[config.mk]
export PLATFORM = sky130hd
export DESIGN_NAME = newton_sd_recip
export DESIGN_NICKNAME = d
export VERILOG_FILES = /design/src/rtl/newton_pkg.sv /design/src/rtl/sd_stream_acc.sv /design/src/rtl/newton_sd_recip.sv
export SDC_FILE = /design/constraint.sdc
export NUM_CORES = 1
export LEC_CHECK = 0
export CORE_ASPECT_RATIO = 2
export CORE_UTILIZATION = 38
export CTS_BUF_LIST = sky130_fd_sc_hd__clkbuf_16
export DETAILED_ROUTE_END_ITERATION = 8
export GPL_ROUTABILITY_DRIVEN = 0
export SETUP_SLACK_MARGIN = 0.2
export SYNTH_ARGS = -nofsm -noshare
export SYNTH_HDL_FRONTEND = slang
export SYNTH_HIERARCHICAL = 1
export SYNTH_SLANG_ARGS = --single-unit
[constraint.sdc]
create_clock -name clk -period 27.5 [get_ports clk]
set_input_delay 4.125 -clock clk [delete_from_list [all_inputs] [get_ports clk]]
set_output_delay 4.125 -clock clk [all_outputs]
set_load 0.02 [all_outputs]
[src/rtl/newton_pkg.sv]
`default_nettype none
// ============================================================================
// Module   : newton_pkg
// Purpose  : Shared definitions for the digit-serial Newton reciprocal engine:
//            SD digit encodings, FSM state type, digit decode and clipping.
// Revision : 1.0 - initial release
// ============================================================================
package newton_pkg;

    // Signed-digit encodings; 2'b10 is unused and decodes as zero
    localparam logic [1:0] SD_ZERO = 2'b00;
    localparam logic [1:0] SD_POS  = 2'b01;
    localparam logic [1:0] SD_NEG  = 2'b11;

    typedef enum logic [1:0] {
        ST_IDLE = 2'd0,
        ST_LOAD = 2'd1,
        ST_ITER = 2'd2,
        ST_EMIT = 2'd3
    } state_t;

    // Decode one SD digit into a signed -1/0/+1
    function automatic logic signed [1:0] sd_val(input logic [1:0] digit);
        case (digit)
            SD_POS:  sd_val = 2'sd1;
            SD_NEG:  sd_val = -2'sd1;
            default: sd_val = 2'sd0;
        endcase
    endfunction

    // Clip a wide signed value into a w-bit two's-complement range
    function automatic logic signed [63:0] sat_clip(input logic signed [63:0] v,
                                                    input int unsigned     w);
        logic signed [63:0] hi;
        logic signed [63:0] lo;
        hi = (64'sd1 <<< (w - 1)) - 64'sd1;
        lo = -(64'sd1 <<< (w - 1));
        if (v > hi)
            return hi;
        else if (v < lo)
            return lo;
        else
            return v;
    endfunction

endpackage
`default_nettype wire

[src/rtl/sd_stream_acc.sv]
`default_nettype none
// ============================================================================
// Module   : sd_stream_acc
// Purpose  : MSB-first signed-digit to two's-complement accumulator with
//            synchronous clear and frame restart.
// Revision : 1.0 - initial release
// ============================================================================
module sd_stream_acc #(
    parameter int WIDTH = 8
) (
    input  logic              clk,
    input  logic              asyn_reset,
    input  logic              clear,
    input  logic              en,
    input  logic              restart,
    input  logic [1:0]        digit,
    output logic signed [WIDTH:0] acc
);
    import newton_pkg::*;

    logic signed [1:0]     w_d;
    logic signed [WIDTH:0] w_d_ext;

    assign w_d     = sd_val(digit);
    assign w_d_ext = {{(WIDTH - 1){w_d[1]}}, w_d};

    // Horner accumulation: a restart digit seeds the value, others shift in
    always_ff @(posedge clk or posedge asyn_reset) begin
        if (asyn_reset)
            acc <= '0;
        else if (clear)
            acc <= '0;
        else if (en)
            acc <= restart ? w_d_ext : ((acc <<< 1) + w_d_ext);
    end

endmodule
`default_nettype wire

[src/rtl/newton_sd_recip.sv]
`default_nettype none
// ============================================================================
// Module   : newton_sd_recip
// Purpose  : Digit-serial Newton-Raphson reciprocal engine. Loads SD operands
//            x0 and b, runs ITERS iterations of x <- x*(2 - b*x) in fixed
//            point with saturation, and streams the result back out as SD
//            digits under a valid/ready handshake.
// Revision : 1.0 - initial release
// ============================================================================
module newton_sd_recip
    import newton_pkg::*;
#(
    parameter int WIDTH = 8,
    parameter int FRAC  = 6,
    parameter int ITERS = 2
) (
    input  logic       clk,
    input  logic       asyn_reset,
    input  logic       in_valid,
    input  logic       in_start,
    input  logic [1:0] x_digit,
    input  logic [1:0] b_digit,
    output logic       in_ready,
    input  logic       out_ready,
    output logic       out_valid,
    output logic       out_start,
    output logic       out_last,
    output logic [1:0] res,
    output logic       sat
);

    localparam int PW  = 2 * WIDTH + 2;
    localparam int NIT = (ITERS == 0) ? 1 : ITERS;
    localparam int LCW = $clog2(WIDTH + 1);
    localparam int OCW = $clog2(WIDTH);

    localparam logic [LCW-1:0]       C_LOAD_LAST = LCW'(WIDTH - 1);
    localparam logic [3:0]           C_ITER_LAST = 4'(NIT - 1);
    localparam logic [OCW-1:0]       C_OUT_LAST  = OCW'(WIDTH - 1);
    localparam logic [OCW-1:0]       C_OUT_PENUL = OCW'(WIDTH - 2);
    localparam logic signed [PW-1:0] C_TWO       = PW'(2 << FRAC);

    state_t                r_state;
    logic [LCW-1:0]        r_load_cnt;
    logic [3:0]            r_iter_cnt;
    logic [OCW-1:0]        r_out_cnt;
    logic signed [WIDTH:0] r_x;
    logic [WIDTH-1:0]      r_word;

    logic                  w_accept;
    logic                  w_out_xfer;
    logic                  w_acc_clear;
    logic signed [WIDTH:0] w_acc_x;
    logic signed [WIDTH:0] w_acc_b;
    logic signed [WIDTH:0] w_x_cur;
    logic signed [PW-1:0]  w_xe;
    logic signed [PW-1:0]  w_be;
    logic signed [PW-1:0]  w_prod_bx;
    logic signed [PW-1:0]  w_t;
    logic signed [PW-1:0]  w_u;
    logic signed [PW-1:0]  w_prod_xu;
    logic signed [PW-1:0]  w_y;
    logic signed [63:0]    w_y64;
    logic signed [63:0]    w_clip;
    logic                  w_sat_hit;
    logic signed [WIDTH:0] w_x_next;

    // A digit is taken in IDLE only when it opens a frame; in LOAD always
    assign w_accept    = in_valid && in_ready && (in_start || (r_state == ST_LOAD));
    assign w_out_xfer  = out_valid && out_ready;
    assign w_acc_clear = (r_state == ST_EMIT) && w_out_xfer && (r_out_cnt == C_OUT_LAST);

    sd_stream_acc #(.WIDTH(WIDTH)) u_acc_x (
        .clk        (clk),
        .asyn_reset (asyn_reset),
        .clear      (w_acc_clear),
        .en         (w_accept),
        .restart    (in_start),
        .digit      (x_digit),
        .acc        (w_acc_x)
    );

    sd_stream_acc #(.WIDTH(WIDTH)) u_acc_b (
        .clk        (clk),
        .asyn_reset (asyn_reset),
        .clear      (w_acc_clear),
        .en         (w_accept),
        .restart    (in_start),
        .digit      (b_digit),
        .acc        (w_acc_b)
    );

    // The first iteration reads x0 straight from the accumulator, which
    // avoids a copy cycle between LOAD and ITER. b stays frozen in its
    // accumulator because no digits are accepted while iterating.
    assign w_x_cur   = (r_iter_cnt == 4'd0) ? w_acc_x : r_x;
    assign w_xe      = {{(PW - WIDTH - 1){w_x_cur[WIDTH]}}, w_x_cur};
    assign w_be      = {{(PW - WIDTH - 1){w_acc_b[WIDTH]}}, w_acc_b};
    assign w_prod_bx = w_be * w_xe;
    assign w_t       = w_prod_bx >>> FRAC;
    assign w_u       = C_TWO - w_t;
    assign w_prod_xu = w_xe * w_u;
    assign w_y       = (ITERS == 0) ? w_xe : (w_prod_xu >>> FRAC);
    assign w_y64     = {{(64 - PW){w_y[PW-1]}}, w_y};
    assign w_clip    = sat_clip(w_y64, WIDTH);
    assign w_sat_hit = (w_clip != w_y64);
    assign w_x_next  = w_clip[WIDTH:0];

    // Frame sequencing, iteration state and registered stream outputs
    always_ff @(posedge clk or posedge asyn_reset) begin
        if (asyn_reset) begin
            r_state    <= ST_IDLE;
            r_load_cnt <= '0;
            r_iter_cnt <= '0;
            r_out_cnt  <= '0;
            r_x        <= '0;
            r_word     <= '0;
            in_ready   <= 1'b1;
            out_valid  <= 1'b0;
            out_start  <= 1'b0;
            out_last   <= 1'b0;
            res        <= SD_ZERO;
            sat        <= 1'b0;
        end else begin
            case (r_state)
                ST_IDLE, ST_LOAD: begin
                    if (w_accept) begin
                        if (in_start) begin
                            r_load_cnt <= LCW'(1);
                            r_state    <= ST_LOAD;
                            sat        <= 1'b0;
                        end else if (r_load_cnt == C_LOAD_LAST) begin
                            r_load_cnt <= '0;
                            r_iter_cnt <= '0;
                            in_ready   <= 1'b0;
                            r_state    <= ST_ITER;
                        end else begin
                            r_load_cnt <= r_load_cnt + LCW'(1);
                        end
                    end
                end
                ST_ITER: begin
                    r_x <= w_x_next;
                    if (w_sat_hit)
                        sat <= 1'b1;
                    if (r_iter_cnt == C_ITER_LAST) begin
                        r_state    <= ST_EMIT;
                        r_iter_cnt <= '0;
                        r_out_cnt  <= '0;
                        // Digit 0 carries the negative sign weight; the rest
                        // queue up in r_word for plain 0/+1 emission
                        r_word     <= {w_x_next[WIDTH-2:0], 1'b0};
                        res        <= w_x_next[WIDTH-1] ? SD_NEG : SD_ZERO;
                        out_valid  <= 1'b1;
                        out_start  <= 1'b1;
                        out_last   <= 1'b0;
                    end else begin
                        r_iter_cnt <= r_iter_cnt + 4'd1;
                    end
                end
                ST_EMIT: begin
                    if (w_out_xfer) begin
                        if (r_out_cnt == C_OUT_LAST) begin
                            r_state   <= ST_IDLE;
                            r_out_cnt <= '0;
                            out_valid <= 1'b0;
                            out_start <= 1'b0;
                            out_last  <= 1'b0;
                            res       <= SD_ZERO;
                            in_ready  <= 1'b1;
                        end else begin
                            r_out_cnt <= r_out_cnt + OCW'(1);
                            res       <= r_word[WIDTH-1] ? SD_POS : SD_ZERO;
                            r_word    <= r_word << 1;
                            out_start <= 1'b0;
                            out_last  <= (r_out_cnt == C_OUT_PENUL);
                        end
                    end
                end
                default: r_state <= ST_IDLE;
            endcase
        end
    end

endmodule
`default_nettype wire

==> results of run 1 <==
[metal layers]
layer	track usage (%)	share of wire [%]	wire, µm	up-vias
met1	19.5	35	9130	4054
met2	39.1	58	15100	111
met4	10.0	5.1	1310	0
met5	0	0	0	-
li1	-	-	-	3846
met3	0.751	1.1	282	54
[cell type report]
class                           instances  area (µm²)
Clock buffer                            5         125
Inverter                              190         713
Timing Repair Buffer                   22         203
Clock inverter                          3        48.8
Tap cell                              348         435
Sequential cell                        54        1350
Fill cell                            2761       15900
Multi-Input combinational cell        911        8070
[power breakdown]
group / switching (mW) / leakage [nW] / internal, mW / total [mW]
sequential: 0 / 0.688 / 0.0793 / 0.0793
clock: 0.0315 / 0.0819 / 0.0437 / 0.0752
combinational: 0.00641 / 4.47 / 0.00318 / 0.00960
total: 0.0379 / 5.25 / 0.126 / 0.164
[metrics by stage]
stage	area, µm²	instances	total power [mW]
3_5_place_dp	10800	1525	0.0906
2_1_floorplan	10300	1197	0.0872
4_1_cts	10900	1533	0.166
5_1_grt	10900	1533	0.169
3_3_place_gp	10800	1525	0.0905
6_report	10900	1533	0.164
[state kept, by name, summed over array words and instances (netlist names)]
signal	count
in_ready	1
out_last	1
out_start	1
out_valid	1
r_iter_cnt	4
r_load_cnt	4
r_out_cnt	3
r_state	2
r_word	7
r_x	9
res	2
sat	1
u_acc_b/acc	9
u_acc_x/acc	9
[how the worst min path moves through the flow]
stage                           from  cells after the start  slack [ns]                    end
3_3_place_gp      res[1]$_DFFE_PP0P_                      1        0.46     res[1]$_DFFE_PP0P_
2_1_floorplan  r_word[1]$_DFFE_PP0P_                      2        0.46  r_word[1]$_DFFE_PP0P_
6_report          res[1]$_DFFE_PP0P_                      1        0.48     res[1]$_DFFE_PP0P_
5_1_grt           res[1]$_DFFE_PP0P_                      1        0.51     res[1]$_DFFE_PP0P_
4_1_cts           res[1]$_DFFE_PP0P_                      1        0.49     res[1]$_DFFE_PP0P_
3_5_place_dp      res[1]$_DFFE_PP0P_                      1        0.47     res[1]$_DFFE_PP0P_
[cells by family after synthesis]
| kind of cell | count (synthesis) | share of synthesized area [%] |
|---|---|---|
| xor+xnor | 58 | 5.13 |
| compound gates | 179 | 11.9 |
| buf+inv | 232 | 8.85 |
| flops | 54 | 13.1 |
| fa+ha+maj | 231 | 38.9 |
| mux | 23 | 2.37 |
| simple gates | 420 | 19.8 |
[critical path, delay by kind of cell, from the launching register on]
family	cells	cell delay, ns
flip-flops	1	0.45
adder cells (fa/ha/maj)	13	5.84
XOR/XNOR	5	1.75
AO/OA/AOI/OAI	8	1.60
AND/OR/NAND/NOR	10	2.79
multiplexers	1	0.56
buffers and inverters	4	0.58
[placed cells by master, fill, tap and decap left out, types with 8 or more instances in the layout]
master,synthesis,routed
and2_1,53,53
nor2_1,87,86
a211o_1,8,8
dfrtp_1,53,53
a21oi_1,50,50
fa_1,150,150
clkdlybuf4s50_1,0,15
o21a_1,9,9
mux2i_1,11,11
o211ai_1,8,8
o21ai_0,27,27
and3_1,9,9
nand3_1,19,19
ha_1,81,81
nand4_1,10,10
or3_1,8,8
nand2_1,164,164
nand2b_1,23,23
xnor2_1,40,40
xor2_1,16,16
inv_1,188,188
a31oi_1,14,14
mux2_2,9,9
==> out/qor.csv, run 1 <==
metric;value;unit
clkTransAtPathRegs;0.08;ns
power_density;15.0;mW/mm²
synthArstFlopShare;100;%
final-hold-violation-count;0;
yosys.cell_types.count;74;
drv_slew;0;
syn_inst;1197;
ios;16;
routed_wl;25800;µm
clockBufferDepth;2;
grt_max_degree;37;
syn_avg_cell_area;8.63;µm²
h-tree-depth;2;
clk_latency;0.30;ns
end_kind;register;
final_nets;1424;
cts_buffers;5;
wl_per_cell;16.8;µm
synth-main-ff-cell;dfrtp_1;
dieArea;0.0279;mm²
reg2regPathDepth;41;
ys_warn_count;6;
synth_top_cells_by_area;fa_1 (29%), dfrtp_1 (13%), ha_1 (9.8%);
tns;0;ns
die_h;235;µm
core;0.0268;mm²
cp-start-kind;register;
r2r_setup_slack;13.81;ns
grt_pass1_wl;42900;µm
fp.dieW;119;µm
antenna_found_initial;0;
fin_crit_sh;49.8;%
critPathCapture;r_word[1]$_DFFE_PP0P_;
r2r-start;r_iter_cnt[0]$_DFFE_PP0P_;
period_minus_slack;13.69;ns
status;complete, no violations;
io_buffers;15;
grt_pass1_vias;8533;
netlist_area;0.0103;mm²
num_vias;8065;
ys_seq_area_share;13.1;%
fin_ws;13.81;ns
arrival;13.90;ns
synth_top_area_share;29.1;%
worstSetupPathType;register to register;
postCtsSetupRepairBufs;0;
cts_tree;yes;
crit_required;27.72;ns
grt-ovfl-total;0;
synth-seq-cells;54;
ir_drop;0.0000226;V
finClkSkew;0.00762;ns
worstMarginPinSlew;1.00;ns
dp_slack;13.81;ns
fp-row-count;85;
hold_buffers;0;
dr.pass1.iters;6;
yosysMostFrequentCell;inv_1;
cap_viol_max_count;0;
slew_headroom;32.6;%
diodes;0;
fmax;73.1;MHz
cpMostUsedCell;fa_1;
synth_area_leader_cell;fa_1;
root_buffer;clkbuf_16;
initial_core_util;38.6;%
drt_iter0_markers;410;
antenna_left;0;
crit_fanout;15;
final_util;40.8;%
syn_to_final_growth;5.93;%
worstSetupStartpoint;r_iter_cnt[0]$_DFFE_PP0P_;
clock-sinks;54;
r2r-end;r_word[1]$_DFFE_PP0P_;
whs;0.483;ns
rsz0062_at_grt;false;
layout-drive-gt1-share;4.64;%
cts_resized;0;
via_per_inst;5.26;
synth-edff-count;0;
drc;0;
leakagePower;5.25;nW
synth_common_cells;inv_1 (188), nand2_1 (164), fa_1 (150);
min_path_type;register to register;
setup-violations-final;0;
dp_hpwl;21200;µm
slowest_delay;0.91;ns
grt_util_all_layers;19.4;%
synth_fp_nets;1437;
crit_slowest_cell;nor4_4;
(Power assumes the default switching activity.)
==> run 2, diff against run 1 <==
==> constraint.sdc (replaced) <==
create_clock -name clk -period 12 [get_ports clk]
set_input_delay 1.8 -clock clk [delete_from_list [all_inputs] [get_ports clk]]
set_output_delay 1.8 -clock clk [all_outputs]
set_load 0.02 [all_outputs]
==> out/qor.csv, run 2 (synthesis results as in run 1) <==
metric;value;unit
syn_to_final_growth;19.0;%
crit_fanout;17;
reg2regPathDepth;44;
core;0.0268;mm²
fp-row-count;85;
crit_slowest_cell;fa_1;
cpLargestDelayFamily;adder cells;
worstSetupStartpoint;r_iter_cnt[3]$_DFFE_PP0P_;
root_buffer;clkbuf_16;
drc;0;
leakagePower;5.81;nW
cp-start-kind;register;
num_vias;8617;
final_cell_mix;inv_1 (181), nand2_1 (158), fa_1 (145);
io_buffers;15;
crit_required;12.13;ns
dp_hpwl;23500;µm
fin_ws;0.243;ns
worstSetupPathType;register to register;
p_clk_share;41.6;%
dp_slack;-0.0288;ns
grt-ovfl-total;0;
clkTransAtPathRegs;0.07;ns
final_common_cell;inv_1;
dieArea;0.0279;mm²
worstMarginPinSlew;1.15;ns
fin_area;0.0123;mm²
end_kind;register;
cap_viol_max_count;0;
via_per_inst;5.30;
setup-violations-final;0;
grt_pass1_vias;9089;
cts_tree;yes;
h-tree-depth;2;
ir_drop;0.0000972;V
fin_crit_sh;98.0;%
grt_util_all_layers;21.1;%
cts_buffers;5;
drt_iter0_markers;329;
dr.pass1.iters;5;
final_nets;1517;
ios;16;
finClkSkew;0.00818;ns
routed_wl;28600;µm
rsz0062_at_grt;true;
final_util;45.9;%
layout-drive-gt1-share;18.3;%
initial_core_util;38.6;%
slew_headroom;23.1;%
grt_max_degree;37;
arrival;11.89;ns
cpMostUsedCell;fa_1;
diodes;0;
final-hold-violation-count;0;
tns;0;ns
clockBufferDepth;2;
r2r_setup_slack;0.24;ns
p_int;266;µW
r2r-end;r_x[4]$_DFFE_PP0P_;
die_h;235;µm
seq_power_share;52.1;%
clk_latency;0.30;ns
r2r-start;r_iter_cnt[3]$_DFFE_PP0P_;
antenna_found_initial;0;
antenna_left;0;
period_minus_slack;11.76;ns
cp_num_cells;44;
status;complete, no violations;
power_density;28.4;mW/mm²
reg_top3;r_x: 9 flops, u_acc_b/acc: 9 flops, u_acc_x/acc: 9 flops;
clock-sinks;54;
min_path_type;register to register;
path_buf_inv;9;
drv_slew;0;
fmax;85.1;MHz
placed_area;0.0114;mm²
stdcell_count;1626;
wl_per_cell;17.6;µm
p_switching;83.2;µW
switching_share;23.8;%
fp.dieW;119;µm
finalPower;349;µW
grt_pass1_wl;46500;µm
combPwrFrac;6.3;%
slowest_delay;0.56;ns
critPathCapture;r_x[4]$_DFFE_PP0P_;
whs;0.489;ns
dp.cells;1575;
==> run 2: cell types whose count changed in the layout (fill, tap and decap cells not counted), moves of 7 or more <==
cell	delta
inv_1	-7
nand2b_4	+9
xnor2_1	-9
xnor2_2	+8
mux2_4	+10
nand2b_1	-9
ha_4	+12
mux2_2	-8
buf_4	+82
a21oi_1	-8
ha_1	-14
inv_2	+7
==> run 2: area by class of cell <==
class | count | area [µm²]
clock buffer | 5 | 125
clock inverter | 3 | 16.3
tap | 348 | 435
timing repair buffer | 114 | 966
multi-input combinational | 912 | 8690
inverter | 190 | 713
sequential | 54 | 1350
fill | 2610 | 14500
==> run 2: worst min-delay path by stage <==
stage                                from               endpoint  slack [ns]  depth (start not counted)
finish               out_last$_DFFE_PP0P_   out_last$_DFFE_PP0P_        0.49                          2
CTS                    res[1]$_DFFE_PP0P_     res[1]$_DFFE_PP0P_        0.50                          1
floorplan           r_word[1]$_DFFE_PP0P_  r_word[1]$_DFFE_PP0P_        0.46                          2
global placement       res[1]$_DFFE_PP0P_     res[1]$_DFFE_PP0P_        0.48                          1
global route           res[1]$_DFFE_PP0P_     res[1]$_DFFE_PP0P_        0.50                          1
detailed placement     res[1]$_DFFE_PP0P_     res[1]$_DFFE_PP0P_        0.48                          1
==> run 2: power groups by stage <==
stage / Combinational, mW / Clock [mW] / Sequential, mW
finish: 0.0219 / 0.145 / 0.182
global route: 0.0246 / 0.155 / 0.182
CTS: 0.0221 / 0.148 / 0.182
detailed placement: 0.0221 / 0 / 0.185
global placement: 0.0219 / 0 / 0.185
floorplan: 0.0145 / 0 / 0.185
==> run 2: tightest hold or removal path: stages (launching register included) <==
cell     delay [ns]
dfrtp_1        0.36
nand2_1        0.05
o41ai_1        0.05
==> run 2: what timing repair did <==
action | CTS | global route
pin swaps | 32 | 55
buffers inserted | 19 | 22
cloned | 1 | 1
hold buffers | 0 | 0
gates resized for setup | 34 | 63
setup endpoints to repair | 16 | 16
==> run 2: routing by layer <==
layer | vias to the layer above | part of all wire, % | wire [µm] | global-route usage (%)
li1 | 4031 | - | - | -
met2 | 197 | 58 | 16500 | 42.2
met4 | 0 | 6.5 | 1870 | 12.3
met1 | 4309 | 34 | 9610 | 20.5
met5 | - | 0 | 0 | 0
met3 | 80 | 2.3 | 665 | 1.55
==> variant 1, RTL diff (flow settings as in run 2) <==
Make the reset (`asyn_reset`) synchronous in 2 clocked blocks.
--- a/src/rtl/sd_stream_acc.sv
+++ b/src/rtl/sd_stream_acc.sv
@@ -25,7 +25,7 @@
     assign w_d_ext = {{(WIDTH - 1){w_d[1]}}, w_d};
 
     // Horner accumulation: a restart digit seeds the value, others shift in
-    always_ff @(posedge clk or posedge asyn_reset) begin
+    always_ff @(posedge clk) begin
         if (asyn_reset)
             acc <= '0;
         else if (clear)
--- a/src/rtl/newton_sd_recip.sv
+++ b/src/rtl/newton_sd_recip.sv
@@ -107,7 +107,7 @@
     assign w_x_next  = w_clip[WIDTH:0];
 
     // Frame sequencing, iteration state and registered stream outputs
-    always_ff @(posedge clk or posedge asyn_reset) begin
+    always_ff @(posedge clk) begin
         if (asyn_reset) begin
             r_state    <= ST_IDLE;
             r_load_cnt <= '0;
Function: changed (a bounded check fails within 10 cycles, from zero or initial values and one cycle with asyn_reset high; the reset may be asserted at any time).
==> variant 1 against run 2 <==
  * Design area increased by 0.62%
  * Critical path type unchanged
  * Setup slack got worse by 0.020 ns
  * Non-clock buffer count increased by 19
  * Wire length down 1.8%
  * Area after synthesis shrank 2.4%
  * Sequential cell count unchanged
  * Global-route usage grew 0.69 points
Power is left out: it rests on default switching activity, and per cell area and clock period it moved more than threefold.
==> variant 1: results (changes against run 2) <==
** Clocking
- Clock transition time at the flip-flop clock pins of the worst setup and hold paths :: 0.07 ns (about the same)
- Post CTS Setup Buffer Count :: 30 (+11)
- Clock latency on the worst-skew pair :: 0.30 ns (about the same)
- The deepest clock path buffer count was 2 (unchanged).
- Post-cts sizing count :: 41 (+21%)
- CTS Root Buffer Type :: sky130_fd_sc_hd__clkbuf_16

** Timing
- Normalized max-slew margin :: 0.323 (+0.0923)
- Worst clock skew :: 0.00752 ns (-0.000662 ns)

** Drt
- Total Routed Length :: 28.1 mm (-1.8%)
- The via density per instance is 5.37 (+1.3%).
- The count of TritonRoute iterations in the first routing pass is 5 (unchanged).
- Starting DRT DRC Count :: 265 (-19%)

** Setup path
- The internal reg-to-reg setup slack came to 0.22 ns (-0.02 ns).
- The worst register-to-register path ends at r_x[8].
- Worst setup startpoint :: r_iter_cnt[2]
- Data arrival at the endpoint of the critical path :: 12.01 ns (+0.12 ns)
- Depth of the worst register-to-register path :: 47 (+6.8%)
- The highest fanout seen on the critical path came to 6 (-11).

** Logic synthesis
- Xor/xnor cell area share of the yosys netlist :: 0.0473 (-0.00407)
- The post-synthesis sequential area ratio is 0.107 (-0.0237).
- The compound-gate portion of the synthesized area was 0.133 (+0.0139).
- Portion of netlist area occupied by mux cells :: 0.0220 (-0.00177)
- Top cells by area, synth :: sky130_fd_sc_hd__fa_1, sky130_fd_sc_hd__dfxtp_1, sky130_fd_sc_hd__ha_1, sky130_fd_sc_hd__inv_1, sky130_fd_sc_hd__nand2_1
- Post-Syn Nets :: 1425 (-0.84%)
- Commonest cells in the netlist :: sky130_fd_sc_hd__inv_1, sky130_fd_sc_hd__nand2_1, sky130_fd_sc_hd__fa_1
- The fraction of synthesis flops using an asynchronous set or reset pin is 0 (-1.00).
- Most used flip-flop cell after synthesis :: sky130_fd_sc_hd__dfxtp_1
- The count of cell types in the netlist is 80 (+8.1%).
- The post-synthesis share of cell area spent on full adders, half adders and majority gates was 0.388 (about the same).

** Global routing
- The wire length of the first global-routing pass came to 46.1 mm (-0.98%).
- Antenna violations before repair :: 0 (unchanged)
- Met2 usage :: 0.435 (+0.0124)
- Met3 track utilization from global routing :: 0.0208 (+0.00533)
- The met1 layer usage reported by global route is 0.211 (+0.00583).
- GRT Total Usage :: 0.218 (+0.00690)
- The sum of overflow across all layers after global routing was 0 (unchanged).
- The pin count of the biggest net entering global routing came to 44 (+19%).
- The number of global-route vias before repair is 9364 (+3.0%).

** Run status
- Outcome :: finished clean

** Placement
- Port buffer count :: 15 (unchanged)
- Hpwl dp :: 22.7 mm (-3.4%)

** Finish
- The share of post-route cells with drive strength above 1 is 0.213 (+0.0298).
- Diode insertion count for antenna repair :: 0 (unchanged)
- Net count, final :: 1513 (-0.26%)

** Min path
- Beginning of the worst hold path :: r_word[4]
- The path with the worst hold slack has its endpoint at r_word[4].
[variant 1: cell types whose count changed in the layout (fill, tap and decap cells not counted), moves of 8 or more]
cell                       delta
sky130_fd_sc_hd__dfxtp_1     +51
sky130_fd_sc_hd__nand2_1      -8
sky130_fd_sc_hd__dfrtp_1     -53
sky130_fd_sc_hd__ha_1        -14
sky130_fd_sc_hd__buf_6       +10
sky130_fd_sc_hd__nand2b_4     -8
sky130_fd_sc_hd__nor3_1      +12
[variant 1: through the flow]
stage	cells	hold slack, ns	worst slack (ns)	cell area, µm²
detailed placement	1563	0.458	-0.0276	11200
global placement	1563	0.454	0.0635	11200
floorplan	1193	0.431	0.200	10400
CTS	1603	0.471	0.201	11800
finish	1626	0.469	0.224	12400
global route	1626	0.502	-0.142	12400
[variant 1: worst max-delay path: cells and delay by family, from the launching register on]
| kind | cells | cell delay, ns |
|---|---|---|
| flops | 1 | 0.36 |
| xor+xnor | 4 | 0.79 |
| mux | 1 | 0.32 |
| compound gates | 9 | 1.44 |
| buf+inv | 12 | 1.33 |
| fa+ha+maj | 13 | 5.81 |
| simple gates | 8 | 1.60 |
[variant 1: cell type report]
class / count / area [µm²]
clock buffers: 5 / 125
clock inverters: 3 / 17.5
fillers: 2502 / 13800
inverters: 187 / 707
multi-input cells: 900 / 8830
flip-flops and latches: 54 / 1090
well taps: 344 / 430
repair buffers: 133 / 1170
[variant 1: how the worst max path moves through the flow]
stage                      to  depth (start not counted)
floorplan           r_word[5]                         50
global placement    r_word[5]                         53
detailed placement  r_word[6]                         52
CTS                 r_word[5]                         53
global route        r_word[5]                         48
finish                 r_x[8]                         47
[variant 1: per-layer routing]
layer | vias up | share of wire
li1 | 4075 | -
met4 | 0 | 0.058
met3 | 95 | 0.027
met2 | 215 | 0.58
met1 | 4345 | 0.34
met5 | - | 0
==> variant 2, RTL diff (settings of run 2) <==
Without the edit above. `WIDTH` is set to 8 in 2 places; all go to 4.
--- a/src/rtl/sd_stream_acc.sv
+++ b/src/rtl/sd_stream_acc.sv
@@ -6,7 +6,7 @@
 // Revision : 1.0 - initial release
 // ============================================================================
 module sd_stream_acc #(
-    parameter int WIDTH = 8
+    parameter int WIDTH = 4
 ) (
     input  logic              clk,
     input  logic              asyn_reset,
--- a/src/rtl/newton_sd_recip.sv
+++ b/src/rtl/newton_sd_recip.sv
@@ -10,7 +10,7 @@
 module newton_sd_recip
     import newton_pkg::*;
 #(
-    parameter int WIDTH = 8,
+    parameter int WIDTH = 4,
     parameter int FRAC  = 6,
     parameter int ITERS = 2
 ) (
Behaviour: not the same (a bounded check fails within 10 cycles, from zero or initial values and one cycle with asyn_reset high).
==> variant 2 against run 2 <==
  * Area after synthesis down 61%
  * Design area down 64%
  * Synthesized cell count down 61%
  * Setup slack better by 2.3 ns
  * Wire length down 70%
  * Global-route usage down 3.3 points
  * First-iteration DRC count down 76%
  * Die area down 61%
  * Fmax up 24%
  * Critical endpoint is now res[0]
  * Clock skew down 0.0045 ns
  * Sequential cell count down 19
Power is not shown: default switching activity piles up to over one toggle a cycle in this logic, so the estimate is an artifact.
==> variant 2: results (changes against run 2) <==
** Drt
- The number of vias after detailed routing came to 3061 (-64%).
- The count of TritonRoute iterations in the first routing pass is 4 (-1).
- Starting DRT DRC Count :: 79 (-76%)
- Met2 Wirelength :: 5.10 mm (-69%)
- The routed wire length was 8.60 mm (-70%).

** Finish
- The share of post-route cells with drive strength above 1 was 0.0633 (-0.120).
- The post-layout net count is 551 (-64%).
- The number of fill cells came to 1025 (-61%).
- The largest registers in the layout are u_acc_b/acc: 5 flops, u_acc_x/acc: 5 flops.

** Timing
- Worst hold margin :: 0.491 ns (+0.00156 ns)
- Worst clock skew :: 0.00367 ns (-0.00451 ns)
- The measured slew at the worst slew-check pin is 1.02 ns (-0.132 ns).
- The post-route worst setup slack was 2.50 ns (+2.26 ns).

** Setup path
- Capturing element of the worst setup path :: res[0]
- Peak fanout along the critical path :: 12 (-5)
- Data arrival at the endpoint of the critical path :: 9.70 ns (-2.19 ns)
- The slowest stage of the critical path is the sky130_fd_sc_hd__a21oi_1 cell.
- The maximum single-stage delay on the critical path is 0.80 ns (+0.24 ns).

** Logic synthesis
- Top cells by area, synth :: sky130_fd_sc_hd__dfrtp_1, sky130_fd_sc_hd__fa_1, sky130_fd_sc_hd__ha_1, sky130_fd_sc_hd__inv_1, sky130_fd_sc_hd__nor2_1
- Xor/xnor cell area share of the yosys netlist :: 0.0571 (+0.00577)
- The compound-gate portion of the synthesized area is 0.131 (+0.0118).
- The post-synth net total came to 539 (-62%).
- The post-synthesis sequential area ratio is 0.219 (+0.0879).
- Portion of netlist area occupied by mux cells :: 0.0390 (+0.0153)
- Sorting the synthesized cells by how often they occur yields sky130_fd_sc_hd__inv_1, sky130_fd_sc_hd__nor2_1, sky130_fd_sc_hd__ha_1.
- The post-synthesis share of cell area spent on full adders, half adders and majority gates is 0.277 (-0.112).

** Min path
- The worst hold path begins at r_word[2].
- Sink of the worst hold path :: r_word[2]

** Run status
- The flow ran to the end, and the final reports show no timing, DRC or antenna violations.

** Global routing
- Maximum number of pins on one net before global-route repair :: 26 (-30%)
- The met2 track utilization from global routing was 0.345 (-0.0766).
- The met3 usage in global routing is 0.0144 (-0.00110).
- The number of global-route vias before repair came to 3270 (-64%).
- GRT Total Usage :: 0.178 (-0.0333)

** Placement
- The pre-CTS setup slack was 2.46 ns (+2.49 ns).
- The final HPWL from detailed placement is 7.14 mm (-70%).
- Cells after DPL :: 601 (-62%)
- Area after DPL :: 4290 µm² (-62%)

** Clocking
- The source-to-sink clock delay at the later pin of the worst-skew pair was 0.28 ns (-0.02 ns).
- Post CTS Setup Buffer Count :: 0 (-19)
- The post-CTS resize count is 0 (-100%).
-- variant 2: cell count changes after synthesis, sizes merged, moves of 24 or more --
cell	delta
nand2	-131
fa	-117
inv	-114
and2	-48
ha	-45
nor2	-38
a21oi	-26
xnor2	-24
-- variant 2: area by class of cell --
type	count	area, µm²	area share
multi-input combinational	340	2810	0.631
tap	135	169	0.0379
clock inverter	3	38.8	0.00871
timing repair buffer	15	150	0.0337
inverter	76	285	0.0640
clock buffer	5	125	0.0281
sequential	35	877	0.197
-- variant 2: worst max-delay path, delay by kind of cell, from the launching register on --
family | cells | cell delay (ns)
buffers and inverters | 3 | 0.13
XOR/XNOR | 4 | 1.30
AO/OA/AOI/OAI | 8 | 2.00
AND/OR/NAND/NOR | 6 | 1.53
flip-flops | 1 | 0.44
adder cells (fa/ha/maj) | 9 | 4.05
-- variant 2: logic make-up after synthesis --
group | after synthesis
fa+ha+maj | 69
flops | 35
buf+inv | 86
compound gates | 80
xor+xnor | 23
mux | 15
simple gates | 153
